**config.mk**
```make
export PLATFORM = sky130hd
export DESIGN_NAME = demux_frame
export DESIGN_NICKNAME = d
export VERILOG_FILES = /design/src/rtl/demux_frame.sv
export SDC_FILE = /design/constraint.sdc
export NUM_CORES = 1
export LEC_CHECK = 0
export CAP_MARGIN = 20
export CORE_UTILIZATION = 40
export DETAILED_ROUTE_END_ITERATION = 10
export HOLD_SLACK_MARGIN = 0.08
export MAX_ROUTING_LAYER = met4
export PLACE_DENSITY = 0.8
export REMOVE_ABC_BUFFERS = 1
export SLEW_MARGIN = 20
export SYNTH_ARGS = -nofsm -noshare
export SYNTH_HDL_FRONTEND = slang
export SYNTH_SLANG_ARGS = --single-unit
```
**constraint.sdc**
```tcl
create_clock -name clk -period 2.45 [get_ports clk]
set_clock_uncertainty 0.15 [all_clocks]
set_input_delay 0.245 -clock clk [delete_from_list [all_inputs] [get_ports clk]]
set_output_delay 0.245 -clock clk [all_outputs]
set_load 0.02 [all_outputs]
```
**src/rtl/demux_frame.sv**
```systemverilog
// Frame demultiplexer: routes whole FRAME_LEN-beat frames from one valid/ready
// stream to one of two registered single-entry output channels.

module demux_frame_buf #(
  parameter int WIDTH = 16
) (
  input  logic             clk,
  input  logic             rst,
  input  logic             load,
  input  logic [WIDTH-1:0] load_data,
  input  logic             ready,
  output logic             valid,
  output logic [WIDTH-1:0] data
);

  // Load wins over drain so a full buffer can sustain one beat per cycle.
  always_ff @(posedge clk or posedge rst) begin
    if (rst) begin
      valid <= 1'b0;
      data  <= '0;
    end else if (load) begin
      valid <= 1'b1;
      data  <= load_data;
    end else if (ready) begin
      valid <= 1'b0;
    end
  end

endmodule

module demux_frame #(
  parameter int WIDTH     = 16,
  parameter int FRAME_LEN = 256
) (
  input  logic             clk,
  input  logic             rst,
  input  logic             sel,
  input  logic             in_valid,
  input  logic [WIDTH-1:0] in_data,
  output logic             in_ready,
  output logic             out_1_valid,
  output logic [WIDTH-1:0] out_1_data,
  input  logic             out_1_ready,
  output logic             out_2_valid,
  output logic [WIDTH-1:0] out_2_data,
  input  logic             out_2_ready,
  output logic             frame_done
);

  localparam int NUM_CH = 2;
  localparam int CW = (FRAME_LEN > 1) ? $clog2(FRAME_LEN) : 1;
  localparam logic [CW-1:0] LAST = CW'(FRAME_LEN - 1);

  typedef enum logic {IDLE, BUSY} state_t;

  state_t      state, state_d;
  logic [CW-1:0] cnt, cnt_d;
  logic        chan, chan_d;
  logic        done_d;
  logic        tgt;
  logic        accept;

  // Channel index 1 is out_1 (sel=1), index 0 is out_2 (sel=0).
  logic [NUM_CH-1:0]            ch_valid;
  logic [NUM_CH-1:0]            ch_ready;
  logic [NUM_CH-1:0]            ch_load;
  logic [NUM_CH-1:0][WIDTH-1:0] ch_data;

  assign ch_ready = {out_1_ready, out_2_ready};

  assign tgt      = (state == IDLE) ? sel : chan;
  assign in_ready = ~rst & (~ch_valid[tgt] | ch_ready[tgt]);
  assign accept   = in_valid & in_ready;

  always_comb begin
    state_d = state;
    cnt_d   = cnt;
    chan_d  = chan;
    done_d  = 1'b0;
    unique case (state)
      IDLE: begin
        if (accept) begin
          chan_d = sel;
          if (FRAME_LEN == 1) begin
            done_d = 1'b1;
          end else begin
            cnt_d   = CW'(1);
            state_d = BUSY;
          end
        end
      end
      BUSY: begin
        if (accept) begin
          if (cnt == LAST) begin
            cnt_d   = '0;
            state_d = IDLE;
            done_d  = 1'b1;
          end else begin
            cnt_d = cnt + CW'(1);
          end
        end
      end
      default: state_d = IDLE;
    endcase
  end

  always_ff @(posedge clk or posedge rst) begin
    if (rst) begin
      state      <= IDLE;
      cnt        <= '0;
      chan       <= 1'b0;
      frame_done <= 1'b0;
    end else begin
      state      <= state_d;
      cnt        <= cnt_d;
      chan       <= chan_d;
      frame_done <= done_d;
    end
  end

  for (genvar g = 0; g < NUM_CH; g++) begin : g_ch
    assign ch_load[g] = accept & (tgt == 1'(g));

    demux_frame_buf #(.WIDTH(WIDTH)) u_buf (
      .clk       (clk),
      .rst       (rst),
      .load      (ch_load[g]),
      .load_data (in_data),
      .ready     (ch_ready[g]),
      .valid     (ch_valid[g]),
      .data      (ch_data[g])
    );
  end

  assign out_1_valid = ch_valid[1];
  assign out_1_data  = ch_data[1];
  assign out_2_valid = ch_valid[0];
  assign out_2_data  = ch_data[0];

endmodule

```
======== Yosys cells after proc, flatten, opt, wreduce, memory -nomap -nowiden ========
Cells that the tools add are included.
operators by class
  add/sub/neg operators ................... 1
  order comparisons ....................... 1
  equality and inequality tests ........... 3
  muxes and demuxes ....................... 20
  bitwise logic cells ..................... 9
  reductions and logical operators ........ 4
operators with widths
  kind                                                                      count
  8-bit 2-to-1 mux                                                          3
  8-bit case mux with 2 select lines                                        1
  1-bit 2-to-1 mux                                                          15
  8-bit by 1-bit adder with 8-bit output (second input constant)            1
  8-bit == test (second input constant)                                     1
  1-bit bitwise AND                                                         4
  1-bit NOT                                                                 4
  2-bit AND reduction                                                       2
  2-bit nonzero test                                                        2
  1-bit by 2-bit < comparator with 1-bit output (second input constant)     1
  2-bit by 1-bit inequality test with 1-bit output (second input constant)  1
  2-bit inequality test (second input constant)                             1
  1-bit case mux with 2 select lines                                        1
  1-bit OR                                                                  1
storage, ports and cells
  flip-flop bits (word level) ............. 45
  input port bits ......................... 22
  output and inout port bits .............. 36
  word-level logic and storage cells ...... 46

======== Logic depth before layout (Yosys ltp) ========
Gate-level depths: netlist of the first run.
  depth after elaboration ................. 9
  gate-level depth with buffers ........... 6
  mapped depth without buffers ............ 5

======== Hierarchy ========
A second synthesis of the first run with hierarchy kept.
second synthesis, totals
  cells, all modules ...................... 146
  area total of the unflattened synthesis .. 2047.0 sq um
modules (own cells, without submodules)
  module           instances  cells an instance  area an instance (sq um)  sequential area each (sq um)
  demux_frame_buf  2          38                 686.9                     425.4
  demux_frame      1          70                 673.1                     275.3

======== Least setup slack after synthesis of the first run ========
Ideal clock, no wire load.
  kind .................................... register to register
  start ................................... reg state
  end ..................................... reg cnt[3]
  library setup time ...................... 0.079 ns
  arrival ................................. 1.597 ns
  required time ........................... 2.221 ns
  setup slack ............................. 0.624 ns
  stages on the path, launching flop included .. 6
  period minus slack after synthesis ...... 1.826 ns
  cell sequence ........................... dfrtp_1 -> mux2i_1 -> or3_1 -> clkbuf_1 -> a2111o_1 -> mux2i_1
between the ends
  cells in the longest elaborated chain, start to end .. 9
  elaborated cells between the ends (all ways) .. 14
  those cells by class .................... eq/ne: 2; mux: 6; bitwise: 5; reduce/logical: 1
RTL lines
  item                                                                                                               line  text
  start: declaration                                                                                                 56    state_t state, state_d;
  start signal: assignment                                                                                           114   state <= state_d;
  1-bit 2-to-1 mux                                                                                                   71    assign tgt = (state == IDLE) ? sel : chan;
  1-bit 2-to-1 mux (implied by the code) (2 in a row)                                                                72    assign in_ready = ~rst & (~ch_valid[tgt] | ch_ready[tgt]);
  1-bit NOT                                                                                                          72
  1-bit OR                                                                                                           72
  1-bit bitwise AND                                                                                                  72
  1-bit bitwise AND                                                                                                  73    assign accept = in_valid & in_ready;
  2-bit inequality test (no source line) / 2-bit by 1-bit inequality test with 1-bit output (equally long branches)  n/a
  2-bit AND reduction (no source line)                                                                               n/a
  end signal: assignment                                                                                             115   cnt <= cnt_d;
  end: declaration                                                                                                   57    logic [CW-1:0] cnt, cnt_d;
Several ways; a longest one is shown, not always the timed one. The select of a mux whose other input is x is not followed.
A chain may end at the register's enable or synchronous reset.

======== Worst setup path after layout of the first run ========
  start ................................... reg state
  end ..................................... out in_ready
between the ends
  cells in the longest elaborated chain, start to end .. 6
  elaborated cells between the ends (all ways) .. 8
  those cells by class .................... mux: 5; bitwise: 3
RTL lines
  item                                                 line  text
  1-bit 2-to-1 mux *                                   71
  1-bit 2-to-1 mux (implied by the code) (2 in a row)  72
  1-bit NOT                                            72
  1-bit OR *                                           72
  1-bit bitwise AND *                                  72
  end: declaration                                     40    output logic in_ready,
Every way passes the cells marked *; elsewhere a longest branch is shown, timed or not. The select of a mux whose other input is x is not followed.

==> metrics.md, run 1 <==
| Metric | Value |
|---|---|
| DP Wirelength | 3140 um |
| Startpoint class of the critical path | register |
| Yosys warnings | 0 |
| Port bufs | 57 |
| Reg clk slew, reported paths | 0.08 ns |
| VDD IR max | 0.000516 V |
| Vias post-DR | 1670 |
| Routed Antenna Nets | 0 |
| Initial antenna violation count | 0 |
| Wire per inst | 13.7 um |
| Vias in the first global route | 1613 |
| Finished Core Util | 60.5% |
| Number of vias per cell | 5.11 |
| Nets | 297 |
| Top-count cell post-synth | nand2_1 |
| Worst reg2reg setup slack | 0.48 ns |
| Layout cells sized above 1 | 8.00% |
| Initial core utilization | 42.6% |
| Hold_buf cts | 0 |
| H-tree depth | 2 |
| CP required | 2.06 ns |
| Type of destination of the critical path | output pin |
| Die area | 0.00505 mm^2 |
| Finished Layout Cells | 327 |
| Max Fclk | 429 MHz |
| Root buffer selected by CTS | clkbuf_8 |
| Proportion of synthesized area in mux cells | 2.75% |
| Crit path kind | reg2out |
| Hold Fails Final Rpt | 0 |
| Largest family of logic cells by synthesized area | simple AND/OR/NAND/NOR gates |
| Dpl cells | 319 |
| Synth area leaders | dfrtp_1 (59%), nand2_1 (20%), a32o_1 (1.6%) |
| Synthesized flop and latch total | 45 |
| Slew Viols, Final | 0 |
| Worst flop-to-flop path endpoint | cnt[3] |
| Post-synthesis xor/xnor area fraction | 0% |
| Total clock sinks | 45 |
| Compound-Gate Fraction of Synth Area | 7.34% |
| Relative slew slack | 72.9% |
| Min Hold Slack | 0.165 ns |
| Post-synth EDFFs | 0 |
| Clk_lat worst skew | 0.30 ns |
| Core Footprint | 0.00447 mm^2 |
| Largest net degree at the start of global routing | 31 |
| GRT overflow | 0 |
| Initial DRC count | 168 |
| Minimum clock period | 2.33 ns |
| Cells after synthesis | 211 |
| Final worst path period share | 95.2% |
| Row count | 24 |
| Final setup viols | 0 |
| HP Class | in2async |
| Sequential area share after synthesis | 59.0% |
| Maxcap violations | 0 |
| Crit path DAT | 1.94 ns |
| Static Leak | 1.30 nW |
| Mapped Area | 0.00191 mm^2 |
| Post-synth top area cell | dfrtp_1 |
| CP endpoint | in_ready |
| Failing checks | design-rule violations |
| Worst r2r path cells | 4 |
| Unrepaired setup endpoints after global routing | false |
| Number of I/O pins | 58 |
| Most used DFF post-synth | dfrtp_1 |
| First-pass GRT wire length | 7580 um |
| Synth Area in Adders | 0.656% |
| Crit path launch | state |
| Area grow syn2layout | 41.8% |
| Crit-path max FO | 5 |
| Antenna Cells | 0 |
| RD Place Congestion | 0.879 |
| Pre-Repair DR Iteration Count | 7 |
| Die width | 71.1 um |
| Max clock buf depth | 2 |
| Synth top area share | 59.0% |
| Overall routed net length | 4480 um |
| Post-synthesis simple-gate area fraction | 27.7% |
| Worst-Margin Slew | 0.397 ns |
| Overall Global Routing Usage | 20.1% |
| Syn Area/Cell | 9.04 um^2 |
| Status | complete, but fails checks |
| Crit Reg-Reg Startpoint | state |
| Die Y | 71.1 um |
| Power Total | 2.68 mW |
| Drt drc | 3 |
| Power Dens Cells | 990 mW/mm^2 |
| Commonest cells post-synth | nand2_1 (103), dfrtp_1 (45), clkbuf_1 (8) |
| CTS buffer count | 5 |
| Post-synthesis cell type count | 30 |
| FFs w/ async S/R, synth | 100% |
| TritonCTS clock tree | built |
cells by family after synthesis:
logic type,count (synthesis)
compound gates,19
fa+ha+maj,1
buf+inv,12
flops,45
mux,5
simple gates,129
cells in the final DEF, fill, tap and decap left out, types with 2 or more instances in the layout:
cell,Yosys,routed
a21oi_1,2,2
clkdlybuf4s50_1,0,57
nor2_1,4,4
o21ai_0,4,4
nor2b_1,3,3
nand3_1,6,6
clkbuf_8,0,6
nand2b_1,4,4
a32o_1,3,3
nand2_1,103,103
mux2_1,2,2
nor4_1,2,2
buf_12,0,2
mux2i_1,3,2
dfrtp_1,45,45
o22ai_1,2,2
buf_4,0,7
or2_2,2,2
layer usage:
metal  up-vias  routed length (um)  global-route usage, %
met5         -                   0                      -
met3         5                 245                   3.70
met1       795                2080                   27.3
met4         0                  27                   6.67
met2        56                2130                   30.7
li1        814                   -                      -
how the worst min path moves through the flow:
stage / startpoint / end
2_1_floorplan: in_data[0] / g_ch[0].u_buf.data[0]
3_3_place_gp: g_ch[1].u_buf.data[6] / g_ch[1].u_buf.data[6]
3_5_place_dp: g_ch[0].u_buf.data[1] / g_ch[0].u_buf.data[1]
4_1_cts: rst / g_ch[0].u_buf.data[10]
5_1_grt: rst / g_ch[0].u_buf.data[11]
6_report: rst / g_ch[1].u_buf.data[0]
where the power goes:
group / switching (mW) / internal, mW / leakage, nW
Clock: 0.259 / 0.234 / 0.0518
Sequential: 0.157 / 0.979 / 0.565
Combinational: 0.541 / 0.508 / 0.686
Total: 0.957 / 1.72 / 1.30
per-stage QoR:
stage          area [um^2]  TNS (ns)  worst slack, ns
2_1_floorplan         1870   -0.0331          -0.0165
3_3_place_gp          2600         0            0.201
3_5_place_dp          2600         0            0.140
4_1_cts               2700         0           0.0342
5_1_grt               2710         0          0.00430
6_report              2710         0            0.117
timing repair:
item / in CTS / in global routing
endpoints found under the hold margin: 0 / 0
setup endpoints to repair: 0 / 1
gates resized for setup: 0 / 1
buffers inserted: 0 / 0
registers in the layout, indices dropped and copies added (netlist names):
name / count
chan: 1
cnt: 8
frame_done: 1
g_ch.u_buf.data: 32
g_ch.u_buf.valid: 2
state: 1
critical path, cell delays in order (launching register included):
cell	delay [ns]
dfrtp_1	0.39
mux2i_2	0.38
mux2i_1	0.28
nor2_1	0.06
clkdlybuf4s50_1	0.54
cell type report:
cell class | count | area (um^2)
clock buffer | 6 | 82.6
sequential | 45 | 1130
clock inverter | 2 | 17.5
multi-input combinational | 154 | 743
inverter | 2 | 7.51
timing repair buffer | 66 | 663
tap | 52 | 65.1
fill | 362 | 1770
No activity file was read; power rests on OpenSTA's default activity.
==> inputs of run 2 (changes only) <==
- PLACE_DENSITY: 0.8 -> 0.79
- SYNTH_HIERARCHICAL: unset -> 1
==> run 2 against run 1 <==
Effect of this change: the flow now finishes without violations; synthesized cell count fell by 31%; first-iteration DRC count fell by 57%; combinational power rose by 30%; worst setup slack got worse by 0.029 ns; via count fell by 17%; sequential cell count did not move; critical path type unchanged; largest cell class unchanged; largest power group is now combinational logic.
==> metrics.md, run 2 <==
| Metric | Value |
|---|---|
| Status | finished, final reports clean (was complete, but fails checks) |
| Number of I/O pins | 58 (unchanged) |
| Overall Global Routing Usage | 16.7% (was 20.1%) |
| Finished Core Util | 58.4% (was 60.5%) |
| TritonCTS clock tree | built (unchanged) |
| FFs w/ async S/R, synth | 100% (unchanged) |
| Nets | 234 (was 297) |
| Reg clk slew, reported paths | 0.08 ns (about the same) |
| Commonest cells post-synth | dfrtp_1 (45), mux2_4 (20), mux2_2 (15) (was nand2_1 (103), dfrtp_1 (45), clkbuf_1 (8)) |
| Initial DRC count | 73 (was 168) |
| GRT overflow | 0 (unchanged) |
| Crit path kind | reg2out (unchanged) |
| Min Hold Slack | 0.233 ns (was 0.165 ns) |
| Final setup viols | 0 (unchanged) |
| Max FFs per register | 32 (unchanged) |
| Syn Area/Cell | 14.0 um^2 (was 9.04 um^2) |
| Largest net degree at the start of global routing | 19 (was 31) |
| Commonest cells after routing, fill and taps aside | clkdlybuf4s50_1 (57), dfrtp_1 (45), mux2_4 (20) (was nand2_1 (103), clkdlybuf4s50_1 (57), dfrtp_1 (45)) |
| Relative slew slack | 46.8% (was 72.9%) |
| Routed Antenna Nets | 0 (unchanged) |
| CTS buffer count | 5 (unchanged) |
| Hold Fails Final Rpt | 0 (unchanged) |
| H-tree depth | 2 (unchanged) |
| Vias post-DR | 1379 (was 1670) |
| Clk_lat worst skew | 0.29 ns (was 0.30 ns) |
| Antenna Cells | 0 (unchanged) |
| Commonest non-fill, non-tap cell in the layout | clkdlybuf4s50_1 (was nand2_1) |
| Final worst path period share | 96.4% (was 95.2%) |
| Most used DFF post-synth | dfrtp_1 (unchanged) |
| Post-CTS setup buffers | 0 (unchanged) |
| Synth area leaders | dfrtp_1 (55%), mux2_4 (15%), mux2_2 (8.3%) (was dfrtp_1 (59%), nand2_1 (20%), a32o_1 (1.6%)) |
| Slew Viols, Final | 0 (unchanged) |
| Crit-path max FO | 4 (was 5) |
| Hold_buf cts | 0 (unchanged) |
| Startpoint class of the critical path | register (unchanged) |
| Row count | 25 (was 24) |
| Post-synthesis cell type count | 30 (unchanged) |
| Total clock sinks | 45 (unchanged) |
| CP required | 2.06 ns (about the same) |
| Worst-Margin Slew | 0.797 ns (was 0.397 ns) |
| Overall routed net length | 4100 um (was 4480 um) |
| Initial antenna violation count | 0 (unchanged) |
| HP Class | in2async (unchanged) |
| Yosys warnings | 6 (was 0) |
| Port bufs | 57 (unchanged) |
| Sequential area share after synthesis | 55.0% (was 59.0%) |
| Biggest regs | g_ch.u_buf/data (32), cnt (8), g_ch.u_buf/valid (2) (was g_ch.u_buf.data (32), cnt (8), g_ch.u_buf.valid (2)) |
| Crit path DAT | 1.97 ns (was 1.94 ns) |
| First-pass GRT wire length | 6550 um (was 7580 um) |
| Post-synth top area cell | dfrtp_1 (unchanged) |
| RD Place Congestion | 0.841 (was 0.879) |
| Die width | 73.5 um (was 71.1 um) |
| Synth top area share | 55.0% (was 59.0%) |
| Max Fclk | 423 MHz (was 429 MHz) |
| Maxcap violations | 0 (unchanged) |
| Area of placed instances | 0.00269 mm^2 (was 0.00260 mm^2) |
| Vias in the first global route | 1322 (was 1613) |
| Static Leak | 1.21 nW (was 1.30 nW) |
| Most flop-heavy register | g_ch.u_buf/data (was g_ch.u_buf.data) |
| Minimum clock period | 2.36 ns (was 2.33 ns) |
| Area grow syn2layout | 37.5% (was 41.8%) |
| Core Footprint | 0.00482 mm^2 (was 0.00447 mm^2) |
| Unrepaired setup endpoints after global routing | false (unchanged) |
| Design area | 0.00281 mm^2 (was 0.00271 mm^2) |
| Layout cells sized above 1 | 26.4% (was 8.00%) |
| DP Wirelength | 2920 um (was 3140 um) |
| Cells after synthesis | 146 (was 211) |
| Drt drc | 0 (was 3) |
| Type of destination of the critical path | output pin (unchanged) |
| Pre-Repair DR Iteration Count | 4 (was 7) |
| Wire per inst | 14.7 um (was 13.7 um) |
| Post-CTS Resized | 0 (unchanged) |
| Power Dens Cells | 1110 mW/mm^2 (was 990 mW/mm^2) |
| Mapped Area | 0.00205 mm^2 (was 0.00191 mm^2) |
| Initial core utilization | 42.5% (was 42.6%) |
| Top-count cell post-synth | dfrtp_1 (was nand2_1) |
| Synthesized flop and latch total | 45 (unchanged) |
| Number of vias per cell | 4.94 (was 5.11) |
| Die area | 0.00541 mm^2 (was 0.00505 mm^2) |
| Root buffer selected by CTS | clkbuf_8 (unchanged) |
| Post-synth EDFFs | 0 (unchanged) |
| Die Y | 73.5 um (was 71.1 um) |
| VDD IR max | 0.000588 V (was 0.000516 V) |
| Max clock buf depth | 2 (unchanged) |
run 2: changes by cell type after synthesis, sizes merged, moves of 3 or more:
cell / delta
clkbuf: -8
inv: +5
mux2: +34
nand2: -96
nor2: +3
nor3: +4
run 2: layout make-up:
cell class	instances	area [um^2]
fillers	408	2000
flip-flops and latches	45	1130
multi-input cells	89	830
repair buffers	63	628
well taps	67	83.8
clock buffers	6	82.6
clock inverters	2	37.5
inverters	7	26.3
run 2: through the flow:
| stage | cells | setup slack [ns] | power (mW) | setup TNS [ns] |
|---|---|---|---|---|
| floorplan | 141 | -0.0144 | 1.93 | -0.0144 |
| global placement | 271 | 0.174 | 2.53 | 0 |
| detailed placement | 271 | 0.145 | 2.56 | 0 |
| CTS | 279 | 0.0848 | 3.15 | 0 |
| global route | 279 | 0.000681 | 3.28 | 0 |
| finish | 279 | 0.0876 | 3.12 | 0 |
run 2: kinds of logic after synthesis:
group / count (synthesis) / share of synthesized area (%)
buffers and inverters: 12 / 4.77
adders and majority gates: 1 / 0.611
muxes: 38 / 24.8
DFF: 45 / 55.0
and+or+nand+nor: 33 / 8.68
AOI/OAI and AO/OA: 17 / 6.11
run 2: per-layer routing:
| layer | track usage [%] | routed length, um | share of wire [%] | vias up |
|---|---|---|---|---|
| met5 | - | 0 | 0 | - |
| met4 | 5.13 | 44 | 1.1 | 0 |
| met3 | 3.02 | 175 | 4.3 | 5 |
| met2 | 27.3 | 2000 | 49 | 37 |
| met1 | 21.2 | 1870 | 46 | 686 |
| li1 | - | - | - | 651 |
run 2: path summary, 6_finish.rpt:
kind,start,end,slack (ns),cells after the start
worst max-delay path,state,in_ready,0.09,4
worst min-delay path,rst,cnt[0],0.23,2
worst max register to register,cnt[0],cnt[3],0.45,5
worst min register to register,g_ch[0].u_buf/data[3],g_ch[0].u_buf/data[3],0.36,1
max in group asynchronous,rst,g_ch[1].u_buf/data[11],1.26,2
min in group clk,g_ch[0].u_buf/data[3],g_ch[0].u_buf/data[3],0.36,1
run 2: worst max-delay path, cell delays in order, from the launching register on:
cell and delay [ns]:
dfrtp_1 0.40, mux2i_2 0.40, mux2i_2 0.28, nor2_1 0.06, clkdlybuf4s50_1 0.54
run 2: power by group:
part,internal (mW),switching [mW]
clock network,0.332,0.245
registers,1.02,0.170
logic,0.765,0.590
total,2.12,1.00
